[src/rtl/pulpissimo_fpga_pkg.sv]
// Shared types for the FPGA board-level reset sequencer.
// Holds sequencer state and reset-cause encodings plus default timing constants.
package pulpissimo_fpga_pkg;

    // Sequencer states, from pad release to running SoC.
    typedef enum logic [2:0] {
        S_SYNC,
        S_WAIT_LOCK,
        S_HOLD,
        S_RUN,
        S_SWRST
    } rst_seq_state_e;

    // Cause of the most recent reset, readable by firmware.
    // Encoding 3 is reserved and never produced.
    typedef enum logic [1:0] {
        CAUSE_PAD,
        CAUSE_LOCK,
        CAUSE_SW
    } rst_cause_e;

    localparam int DEF_SYNC_STAGES   = 2;
    localparam int DEF_LOCK_FILTER   = 16;
    localparam int DEF_HOLD_CYCLES   = 1024;
    localparam int DEF_SW_RST_CYCLES = 64;

endpackage

[src/rtl/fpga_reset_sequencer_if.sv]
// Board-side bundle between the clock/button logic and the reset sequencer.
// Ports: lock, sw request and boot straps in; SoC reset, ready, straps and cause out.
interface fpga_reset_sequencer_if;

    logic       clk_locked_i;
    logic       sw_rst_req_i;
    logic [1:0] bootsel_i;
    logic       rst_no;
    logic       ready_o;
    logic [1:0] bootsel_o;
    logic [1:0] rst_cause_o;

    // Board side: drives the raw asynchronous inputs, observes the reset outputs.
    modport master (
        output clk_locked_i,
        output sw_rst_req_i,
        output bootsel_i,
        input  rst_no,
        input  ready_o,
        input  bootsel_o,
        input  rst_cause_o
    );

    // Sequencer side.
    modport slave (
        input  clk_locked_i,
        input  sw_rst_req_i,
        input  bootsel_i,
        output rst_no,
        output ready_o,
        output bootsel_o,
        output rst_cause_o
    );

endinterface

[src/rtl/fpga_sync_ff.sv]
// Multi-flop synchroniser chain with asynchronous active-high clear.
// Ports: clk, rst (async clear), d (async input), q (synchronised output).
module fpga_sync_ff #(
    parameter int STAGES = 2,
    parameter int WIDTH  = 1
) (
    input  logic             clk,
    input  logic             rst,
    input  logic [WIDTH-1:0] d,
    output logic [WIDTH-1:0] q
);

    (* ASYNC_REG = "TRUE" *)
    logic [STAGES-1:0][WIDTH-1:0] chain;

    always_ff @(posedge clk or posedge rst) begin
        if (rst) begin
            chain <= '0;
        end else begin
            chain <= {chain[STAGES-2:0], d};
        end
    end

    assign q = chain[STAGES-1];

endmodule

[src/rtl/fpga_reset_sequencer.sv]
// Board reset sequencer: async assert, sync lock-qualified stretched release of rst_no.
// Ports: ref_clk_i, pad_reset (async, active high), bus (lock/sw/straps in, reset status out).
module fpga_reset_sequencer
    import pulpissimo_fpga_pkg::*;
#(
    parameter int SYNC_STAGES   = DEF_SYNC_STAGES,
    parameter int LOCK_FILTER   = DEF_LOCK_FILTER,
    parameter int HOLD_CYCLES   = DEF_HOLD_CYCLES,
    parameter int SW_RST_CYCLES = DEF_SW_RST_CYCLES
) (
    input logic                  ref_clk_i,
    input logic                  pad_reset,
    fpga_reset_sequencer_if.slave bus
);

    localparam int FILT_W = $clog2(LOCK_FILTER + 1);
    localparam int HOLD_W = $clog2(HOLD_CYCLES + 1);
    localparam int SW_W   = $clog2(SW_RST_CYCLES + 1);

    localparam logic [FILT_W-1:0] FILT_LAST = FILT_W'(LOCK_FILTER - 1);
    localparam logic [HOLD_W-1:0] HOLD_LAST = HOLD_W'(HOLD_CYCLES - 1);
    localparam logic [SW_W-1:0]   SW_LAST   = SW_W'(SW_RST_CYCLES - 1);

    logic       rel_s;
    logic       lock_s;
    logic       sw_s;
    logic [1:0] boot_s;
    logic       sw_prev_q;
    logic       sw_rise;

    rst_seq_state_e state, state_d;

    logic [FILT_W-1:0] filt_cnt, filt_d;
    logic [HOLD_W-1:0] hold_cnt, hold_d;
    logic [SW_W-1:0]   sw_cnt, sw_d;

    rst_cause_e cause_q, cause_d;
    logic [1:0] boot_q, boot_d;
    logic       rst_no_q;
    logic       ready_q;

    // Pad release is itself synchronised so rst_no can never leave reset
    // on a partial cycle after the button lets go.
    fpga_sync_ff #(.STAGES(SYNC_STAGES), .WIDTH(1)) u_sync_rel (
        .clk (ref_clk_i),
        .rst (pad_reset),
        .d   (1'b1),
        .q   (rel_s)
    );

    fpga_sync_ff #(.STAGES(SYNC_STAGES), .WIDTH(1)) u_sync_lock (
        .clk (ref_clk_i),
        .rst (pad_reset),
        .d   (bus.clk_locked_i),
        .q   (lock_s)
    );

    fpga_sync_ff #(.STAGES(SYNC_STAGES), .WIDTH(1)) u_sync_sw (
        .clk (ref_clk_i),
        .rst (pad_reset),
        .d   (bus.sw_rst_req_i),
        .q   (sw_s)
    );

    fpga_sync_ff #(.STAGES(SYNC_STAGES), .WIDTH(2)) u_sync_boot (
        .clk (ref_clk_i),
        .rst (pad_reset),
        .d   (bus.bootsel_i),
        .q   (boot_s)
    );

    // The previous-value flop runs in every state so a request raised
    // outside S_RUN is consumed there and never fires later.
    assign sw_rise = sw_s & ~sw_prev_q;

    always_ff @(posedge ref_clk_i or posedge pad_reset) begin
        if (pad_reset) begin
            state     <= S_SYNC;
            filt_cnt  <= '0;
            hold_cnt  <= '0;
            sw_cnt    <= '0;
            cause_q   <= CAUSE_PAD;
            boot_q    <= '0;
            rst_no_q  <= 1'b0;
            ready_q   <= 1'b0;
            sw_prev_q <= 1'b0;
        end else begin
            state     <= state_d;
            filt_cnt  <= filt_d;
            hold_cnt  <= hold_d;
            sw_cnt    <= sw_d;
            cause_q   <= cause_d;
            boot_q    <= boot_d;
            rst_no_q  <= (state_d == S_RUN);
            ready_q   <= (state_d == S_RUN);
            sw_prev_q <= sw_s;
        end
    end

    always_comb begin
        state_d = state;
        filt_d  = filt_cnt;
        hold_d  = hold_cnt;
        sw_d    = sw_cnt;
        cause_d = cause_q;
        boot_d  = boot_q;

        unique case (state)
            S_SYNC: begin
                if (rel_s) begin
                    state_d = S_WAIT_LOCK;
                end
            end

            // Any low sample restarts the filter from zero.
            S_WAIT_LOCK: begin
                if (!lock_s) begin
                    filt_d = '0;
                end else if (filt_cnt == FILT_LAST) begin
                    state_d = S_HOLD;
                end else begin
                    filt_d = filt_cnt + FILT_W'(1);
                end
            end

            S_HOLD: begin
                if (!lock_s) begin
                    state_d = S_WAIT_LOCK;
                    cause_d = CAUSE_LOCK;
                end else if (hold_cnt == HOLD_LAST) begin
                    state_d = S_RUN;
                    boot_d  = boot_s;
                end else begin
                    hold_d = hold_cnt + HOLD_W'(1);
                end
            end

            // Lock loss takes priority over a coincident software request.
            S_RUN: begin
                if (!lock_s) begin
                    state_d = S_WAIT_LOCK;
                    cause_d = CAUSE_LOCK;
                end else if (sw_rise) begin
                    state_d = S_SWRST;
                    cause_d = CAUSE_SW;
                end
            end

            // Lock is deliberately not watched here; the filter catches
            // it once the software reset window has elapsed.
            S_SWRST: begin
                if (sw_cnt == SW_LAST) begin
                    state_d = S_WAIT_LOCK;
                end else begin
                    sw_d = sw_cnt + SW_W'(1);
                end
            end

            default: begin
                state_d = S_SYNC;
            end
        endcase

        // Every counter starts from zero in whichever state is entered.
        if (state_d != state) begin
            filt_d = '0;
            hold_d = '0;
            sw_d   = '0;
        end
    end

    assign bus.rst_no      = rst_no_q;
    assign bus.ready_o     = ready_q;
    assign bus.bootsel_o   = boot_q;
    assign bus.rst_cause_o = cause_q;

endmodule

[src/flat_wrapper.sv]
// flat-port wrapper written by rule: the top's interface ports become plain ports
module fpga_reset_sequencer_flat import pulpissimo_fpga_pkg::*;
#(
    parameter int SYNC_STAGES   = DEF_SYNC_STAGES,
    parameter int LOCK_FILTER   = DEF_LOCK_FILTER,
    parameter int HOLD_CYCLES   = DEF_HOLD_CYCLES,
    parameter int SW_RST_CYCLES = DEF_SW_RST_CYCLES
)
  (ref_clk_i, pad_reset, bus_clk_locked_i, bus_sw_rst_req_i, bus_bootsel_i, bus_rst_no, bus_ready_o, bus_bootsel_o, bus_rst_cause_o);
  fpga_reset_sequencer_if bus_i ();
  input logic ref_clk_i;
  input logic pad_reset;
  input wire logic [$bits(bus_i.clk_locked_i)-1:0] bus_clk_locked_i;
  input wire logic [$bits(bus_i.sw_rst_req_i)-1:0] bus_sw_rst_req_i;
  input wire logic [$bits(bus_i.bootsel_i)-1:0] bus_bootsel_i;
  output wire logic [$bits(bus_i.rst_no)-1:0] bus_rst_no;
  output wire logic [$bits(bus_i.ready_o)-1:0] bus_ready_o;
  output wire logic [$bits(bus_i.bootsel_o)-1:0] bus_bootsel_o;
  output wire logic [$bits(bus_i.rst_cause_o)-1:0] bus_rst_cause_o;
  assign bus_i.clk_locked_i = bus_clk_locked_i;
  assign bus_i.sw_rst_req_i = bus_sw_rst_req_i;
  assign bus_i.bootsel_i = bus_bootsel_i;
  assign bus_rst_no = bus_i.rst_no;
  assign bus_ready_o = bus_i.ready_o;
  assign bus_bootsel_o = bus_i.bootsel_o;
  assign bus_rst_cause_o = bus_i.rst_cause_o;
  fpga_reset_sequencer #(.SYNC_STAGES(SYNC_STAGES), .LOCK_FILTER(LOCK_FILTER), .HOLD_CYCLES(HOLD_CYCLES), .SW_RST_CYCLES(SW_RST_CYCLES)) u_core (.ref_clk_i(ref_clk_i), .pad_reset(pad_reset), .bus(bus_i));
endmodule
[config.mk]
export PLATFORM = sky130hd
export DESIGN_NAME = fpga_reset_sequencer_flat
export DESIGN_NICKNAME = d
export VERILOG_FILES = /design/src/rtl/pulpissimo_fpga_pkg.sv /design/src/rtl/fpga_reset_sequencer_if.sv /design/src/rtl/fpga_sync_ff.sv /design/src/rtl/fpga_reset_sequencer.sv /design/src/flat_wrapper.sv
export SDC_FILE = /design/constraint.sdc
export NUM_CORES = 1
export LEC_CHECK = 0
export CAP_MARGIN = 20
export CORE_MARGIN = 1
export CORE_UTILIZATION = 44
export DETAILED_ROUTE_END_ITERATION = 7
export GPL_TIMING_DRIVEN = 0
export HOLD_SLACK_MARGIN = 0.02
export PLACE_DENSITY = 0.59
export SLEW_MARGIN = 40
export SYNTH_ARGS = -nofsm -noshare
export SYNTH_HDL_FRONTEND = slang
export SYNTH_HIERARCHICAL = 1
export SYNTH_SLANG_ARGS = --single-unit
[constraint.sdc]
create_clock -name ref_clk_i -period 5.1 [get_ports ref_clk_i]
set_input_delay 0.765 -clock ref_clk_i [delete_from_list [all_inputs] [get_ports ref_clk_i]]
set_output_delay 0.765 -clock ref_clk_i [all_outputs]
set_load 0.02 [all_outputs]
==> reports/results.tsv, run 1 <==
metric	value	unit
result of the run	complete, no violations	
post-synth net total	222	
clock group share of total power	41.7	%
final hold violations	0	
number of vias per cell after detailed routing	5.80	
max-slew headroom at the worst pin	53.5	%
Post-CTS Hold Buffers	0	
Lkg Pwr	1.16	nW
Setup TNS Final	0	ps
RSZ-0062 raised after global routing	no	
design area	2570	um2
combinational cell fraction of total power	3.5	%
Warnings, synthesis	6	
area enclosed by the die boundary	5430	um2
register-to-register setup slack	2810	ps
clock network latency to the later pin of the worst-skew pair	290	ps
number of synthesized flops with an enable pin	0	
CTS H-tree lvls	2	
category of the worst setup path capture point	flop	
floorplan die height	73.7	um
Post-synth ARST share	100	%
Avg Inst Size Synth	10.7	um2
Pwr Total	0.625	mW
number of global-route vias before repair	1732	
dominant delay contributor by cell family on the critical path	simple AND/OR/NAND/NOR gates	
antenna diode instance count	0	
final clock period utilization by the worst path	44.9	%
number of buffer and inverter instances along the worst setup path	1	
final-layout worst hold slack	354	ps
share of layout cells above drive strength 1	21.6	%
switching power total	0.131	mW
required time at the endpoint of the critical path	5320	ps
floorplan row count	25	
Final Max Tran Viols	0	
class of the most critical hold timing path	flop to flop	
max capacitance violation total	0	
power per cell area	243	nW/um2
Post-Synthesis Cells	212	
worst-path cell with the longest stage delay	dfrtp_1	
fraction of power spent switching nets	21.0	%
Peak VDD IR	159	uV
Post-DP HPWL	3250	um
remaining global-route overflow	0	
clock tree from TritonCTS	done	
Total Wirelength	4540	um
area leader, netlist	dfrtp_1	
area of the placeable core	4820	um2
antenna violations before repair	0	
clock period minus worst slack	2290	ps
sequential fraction of the synthesis area	46.5	%
cts bufs inserted	5	
Sequential Power Share	54.8	%
effective utilization at floorplan	46.9	%
number of filler cells placed in the layout	445	
Seq cells post-synth	42	
post-detailed-route DRC marker count	0	
Post-synth top flop	dfrtp_1	
count of unique library cells instantiated by Yosys	51	
Finished Core Util	53.4	%
number of sinks handled by clock tree synthesis	42	
delay of the slowest cell on the worst path	420	ps
combined global-route utilization of all metal layers	19.6	%
Via Count	1728	
slew of the pin with the lowest slew margin	697	ps
share of Yosys cell area claimed by the top area cell type	46.5	%
NumNets Final	240	
wire length of the first global-routing pass	7980	um
# port buffers	11	
dpl cell area	2460	um2
cell chosen for the clock root	clkbuf_8	
crit path max fanout	10	
maximum number of pins on one net before global-route repair	33	
worst setup path class	flop to flop	
cell types occupying the most area after synthesis	dfrtp_1 (47%), nor3_2 (6.6%), a211oi_2 (2.8%)	
maximum buffer depth of the clock tree	2	
Iteration-0 DRC Markers	159	
Area Overhead vs Synth	13.8	%
data arrival time of the worst path	2510	ps
clock transition at the register clock pins on the worst setup and hold paths after CTS	80	ps
Wirelength per Cell	15.2	um
number of search-and-repair iterations in the first detailed-routing pass	4	
Final setup viols	0	
Top Ports	12	
Post-Synthesis Cell Area	2260	um2
Resized Gates After CTS	0	
Die W	73.7	um
critical path cell sequence	ha_1 > and3_1 > ha_1 > nand2_1 > nand2_1 > a311o_1 > buf_4 > nor3_2	
critical path launch point type	flop	
worst clock skew	2.75	ps
count of antenna-violating nets left after detailed routing	0	
GP Congestion	0.860	
cell internal power dissipation	0.494	mW
highest attainable clock frequency	436	MHz
post-CTS setup buffer count	0	
-- cells in the mapped netlist, types with 2 or more instances --
cell type	number
ha_1	4
or4_1	4
nor4_1	2
o211ai_1	4
mux2_2	2
and4_1	2
nand2_2	3
nand4b_1	2
o21ai_0	9
a21oi_1	6
inv_1	11
buf_2	3
nor2b_1	2
nor3b_2	2
and2_1	2
nor3_1	2
nand4_1	4
and3_1	5
xor2_1	5
mux2i_1	4
clkbuf_1	2
nand3_1	9
buf_6	2
o31ai_1	6
a211oi_2	5
nand3b_1	5
nand2_1	11
nor4b_1	2
nand2b_1	2
nor2_1	7
a31oi_1	2
buf_4	5
nor3_2	15
a211oi_1	3
dfrtp_1	42
-- cells in the final DEF (no fill, tap or decap), types with 5 or more instances in the layout --
cell type and instances:
nand2_1 11, and3_1 5, nand3_1 9, inv_1 10
nand3b_1 5, a211oi_2 5, o31ai_1 6, dfrtp_1 42
o21ai_0 9, a21oi_1 6, clkbuf_8 5, clkdlybuf4s50_1 11
nor2_1 7, buf_4 5, xor2_1 5, nor3_2 16
-- area by class of cell --
| type | count | area (um2) | share of cell area (%) |
|---|---|---|---|
| clock inverters | 3 | 45.0 | 1.75 |
| clock buffers | 5 | 68.8 | 2.68 |
| well taps | 67 | 83.8 | 3.26 |
| inverters | 11 | 41.3 | 1.61 |
| multi-input cells | 147 | 1090 | 42.4 |
| flip-flops and latches | 42 | 1050 | 40.9 |
| repair buffers | 11 | 110 | 4.28 |
| plain buffers | 12 | 82.6 | 3.21 |
-- power groups by stage --
stage	clock, mW	combinational, mW	sequential, mW
2_1_floorplan	0	0.0144	0.348
3_3_place_gp	0	0.0216	0.349
3_5_place_dp	0	0.0226	0.349
4_1_cts	0.272	0.0226	0.343
5_1_grt	0.288	0.0249	0.344
6_report	0.260	0.0220	0.343
-- worst register-to-register path, delay by kind of cell (launching register included) --
family                     cells  cell delay [ps]
AOI/OAI and AO/OA              1              420
adders and majority gates      2              480
buffers and inverters          1              230
DFF                            1              420
and+or+nand+nor                4              670
-- through the flow --
stage          setup slack, ps  cells
2_1_floorplan             3080    212
3_3_place_gp              2740    290
3_5_place_dp              2830    290
4_1_cts                   2820    298
5_1_grt                   2690    298
6_report                  2810    298
-- layer usage --
metal | wire length (um) | GRT usage (%) | share of wire [%]
met5 | 0 | 0 | 0
met4 | 89 | 8.33 | 2.0
met1 | 2060 | 25.3 | 45
met3 | 146 | 3.98 | 3.2
met2 | 2240 | 32.0 | 49
-- logic make-up after synthesis --
kind of cell / share of synthesized area [%]
other: 0.166
muxes: 2.77
adders and majority gates: 2.21
AOI/OAI and AO/OA: 14.8
and+or+nand+nor: 26.1
buffers and inverters: 5.48
xor gates and xnor gates: 1.94
DFF: 46.5
-- registers in the layout, summed over array words and instances, names as in the netlist, 2 cells and up --
signal and flops:
u_core/u_sync_boot/q 2, u_core/bus.rst_cause_o 2, u_core/state 3, u_core/sw_cnt 7
u_core/hold_cnt 11, u_core/u_sync_boot/chain 2, u_core/bus.bootsel_o 2, u_core/filt_cnt 5
-- final timing paths --
path / depth (start not counted) / start / endpoint
worst min-delay path: 0 / u_core/u_sync_rel/chain[0] / u_core/u_sync_rel/q
worst min register to register: 0 / u_core/u_sync_rel/chain[0] / u_core/u_sync_rel/q
max in group asynchronous: 2 / pad_reset / u_core/sw_cnt[6]
worst max-delay path: 8 / u_core/filt_cnt[0] / u_core/hold_cnt[9]
worst max register to register: 8 / u_core/filt_cnt[0] / u_core/hold_cnt[9]
min in group asynchronous: 2 / pad_reset / u_core/u_sync_sw/q
Note: power is estimated with default switching activity, not from simulation.
==> run 2: changes to the inputs <==
clock period = 2.4 ns   (was 5.1 ns; I/O delays follow)
==> reports/results.tsv, run 2 (synthesized netlist as in run 1, its figures left out) <==
metric	value	unit	change
Total Wirelength	4540	um	unchanged
remaining global-route overflow	0		unchanged
combined global-route utilization of all metal layers	19.6	%	unchanged
maximum buffer depth of the clock tree	2		unchanged
NumNets Final	240		unchanged
worst setup path class	flop to flop		
result of the run	complete, no violations		
crit path max fanout	10		unchanged
floorplan die height	73.7	um	unchanged
Lkg Pwr	1.16	nW	about the same
number of cell instances on the worst register-to-register path	8		unchanged
clock network latency to the later pin of the worst-skew pair	290	ps	about the same
worst clock skew	2.75	ps	unchanged
antenna diode instance count	0		unchanged
Die W	73.7	um	unchanged
Pwr Total	1.33	mW	+110%
RSZ-0062 raised after global routing	no		
Top Ports	12		unchanged
critical path launch point type	flop		
clock period minus worst slack	2240	ps	-49.9 ps
required time at the endpoint of the critical path	2620	ps	-2700 ps
max capacitance violation total	0		unchanged
Iteration-0 DRC Markers	159		unchanged
Post-DP HPWL	3250	um	unchanged
data arrival time of the worst path	2460	ps	-50 ps
Peak VDD IR	337	uV	+110%
number of search-and-repair iterations in the first detailed-routing pass	4		unchanged
maximum number of pins on one net before global-route repair	33		unchanged
area enclosed by the die boundary	5430	um2	unchanged
max-slew headroom at the worst pin	53.5	%	unchanged
post-detailed-route DRC marker count	0		unchanged
Area Overhead vs Synth	13.8	%	unchanged
Final setup viols	0		unchanged
highest attainable clock frequency	446	MHz	+2.2%
Setup TNS Final	0	ps	unchanged
number of global-route vias before repair	1732		unchanged
cts bufs inserted	5		unchanged
cell chosen for the clock root	clkbuf_8		
register with the most flip-flops	u_core/hold_cnt		
Final Max Tran Viols	0		unchanged
# port buffers	11		unchanged
most common cell after layout, fill and taps aside	dfrtp_1		
number of sinks handled by clock tree synthesis	42		unchanged
GP Congestion	0.860		unchanged
area of the placeable core	4820	um2	unchanged
final hold violations	0		unchanged
Via Count	1728		unchanged
share of layout cells above drive strength 1	21.6	%	unchanged
number of filler cells placed in the layout	445		unchanged
clock transition at the register clock pins on the worst setup and hold paths after CTS	80	ps	about the same
effective utilization at floorplan	46.9	%	unchanged
CTS H-tree lvls	2		unchanged
number of vias per cell after detailed routing	5.80		unchanged
power per cell area	516	nW/um2	+110%
max reg flops	11		unchanged
category of the worst setup path capture point	flop		
final clock period utilization by the worst path	93.4	%	+48 points
antenna violations before repair	0		unchanged
leading cell types in the layout, fill and taps excluded	dfrtp_1 (42), nor3_2 (16), clkdlybuf4s50_1 (11), nand2_1 (11), inv_1 (10)		
count of antenna-violating nets left after detailed routing	0		unchanged
Resized Gates After CTS	0		unchanged
Wirelength per Cell	15.2	um	unchanged
floorplan row count	25		unchanged
Post-CTS Hold Buffers	0		unchanged
wire length of the first global-routing pass	7980	um	unchanged
class of the most critical hold timing path	primary input to async pin		
slew of the pin with the lowest slew margin	697	ps	unchanged
largest registers	u_core/hold_cnt x11, u_core/sw_cnt x7, u_core/filt_cnt x5		
clock tree from TritonCTS	done		
## run 2: critical path: stages, from the launching register on
cell	delay, ps
dfrtp_1	420
ha_1	240
and3_1	190
ha_1	240
nand2_1	180
nand2_1	140
a311o_1	370
buf_4	230
nor3_2	160
## run 2: layout make-up
type	count	area [um2]	share of cell area (%)
Multi-Input combinational cell	147	1090	42.4
Inverter	11	41.3	1.61
Tap cell	67	83.8	3.26
Timing Repair Buffer	11	110	4.28
Sequential cell	42	1050	40.9
Clock inverter	3	45.0	1.75
Clock buffer	5	68.8	2.68
Buffer	12	82.6	3.21
## run 2: timing repair
| item | 4_1_cts | 5_1_grt |
|---|---|---|
| hold endpoints to repair | 0 | 0 |
| endpoints found under the setup margin | 0 | 1 |
| setup buffers | 0 | 0 |
## run 2: power by group
part | total [mW] | switching (mW) | internal [mW] | leakage (nW)
sequential | 0.728 | 0.00776 | 0.720 | 0.554
clock | 0.553 | 0.244 | 0.309 | 0.0504
combinational | 0.0468 | 0.0273 | 0.0195 | 0.551
## run 2: worst paths after layout
check                                            from                  end  slack [ps]
hold reg to reg            u_core/u_sync_rel/chain[0]  u_core/u_sync_rel/q         350
hold / removal                              pad_reset   u_core/u_sync_sw/q         330
max in group asynchronous                   pad_reset     u_core/sw_cnt[6]        1360
setup reg to reg                   u_core/filt_cnt[0]   u_core/hold_cnt[9]         160
min in group ref_clk_i     u_core/u_sync_rel/chain[0]  u_core/u_sync_rel/q         350
setup / recovery                   u_core/filt_cnt[0]   u_core/hold_cnt[9]         160
## run 2: metrics by stage
stage                     utilization, %  hold slack [ps]  cells  setup slack [ps]  cell area (um2)
after floorplan                        -              101    212               385             2260
after global placement              50.9              335    290               192             2450
after detailed placement            51.0              335    290               135             2460
after CTS                           53.4              327    298               117             2570
after global routing                53.4              335    298              41.6             2570
final                               53.4              329    298               159             2570
## run 2: routing by layer
metal | global-route usage (%) | part of all wire (%) | vias up
met1 | 25.3 | 45 | 864
met4 | 8.33 | 2.0 | 0
met2 | 32.0 | 49 | 32
met5 | 0 | 0 | -
li1 | - | - | 821
met3 | 3.98 | 3.2 | 11
==> run 3: changes to the inputs <==
==> constraint.sdc (replaced) <==
create_clock -name ref_clk_i -period 2.4 [get_ports ref_clk_i]
set_input_delay 0.48 -clock ref_clk_i [delete_from_list [all_inputs] [get_ports ref_clk_i]]
set_output_delay 0.48 -clock ref_clk_i [all_outputs]
set_load 0.02 [all_outputs]
==> results of run 3 <==
Same layout as run 2 (identical final DEF). Status: complete, no violations.
Among the figures that moved: hold slack 329 ps -> 354 ps
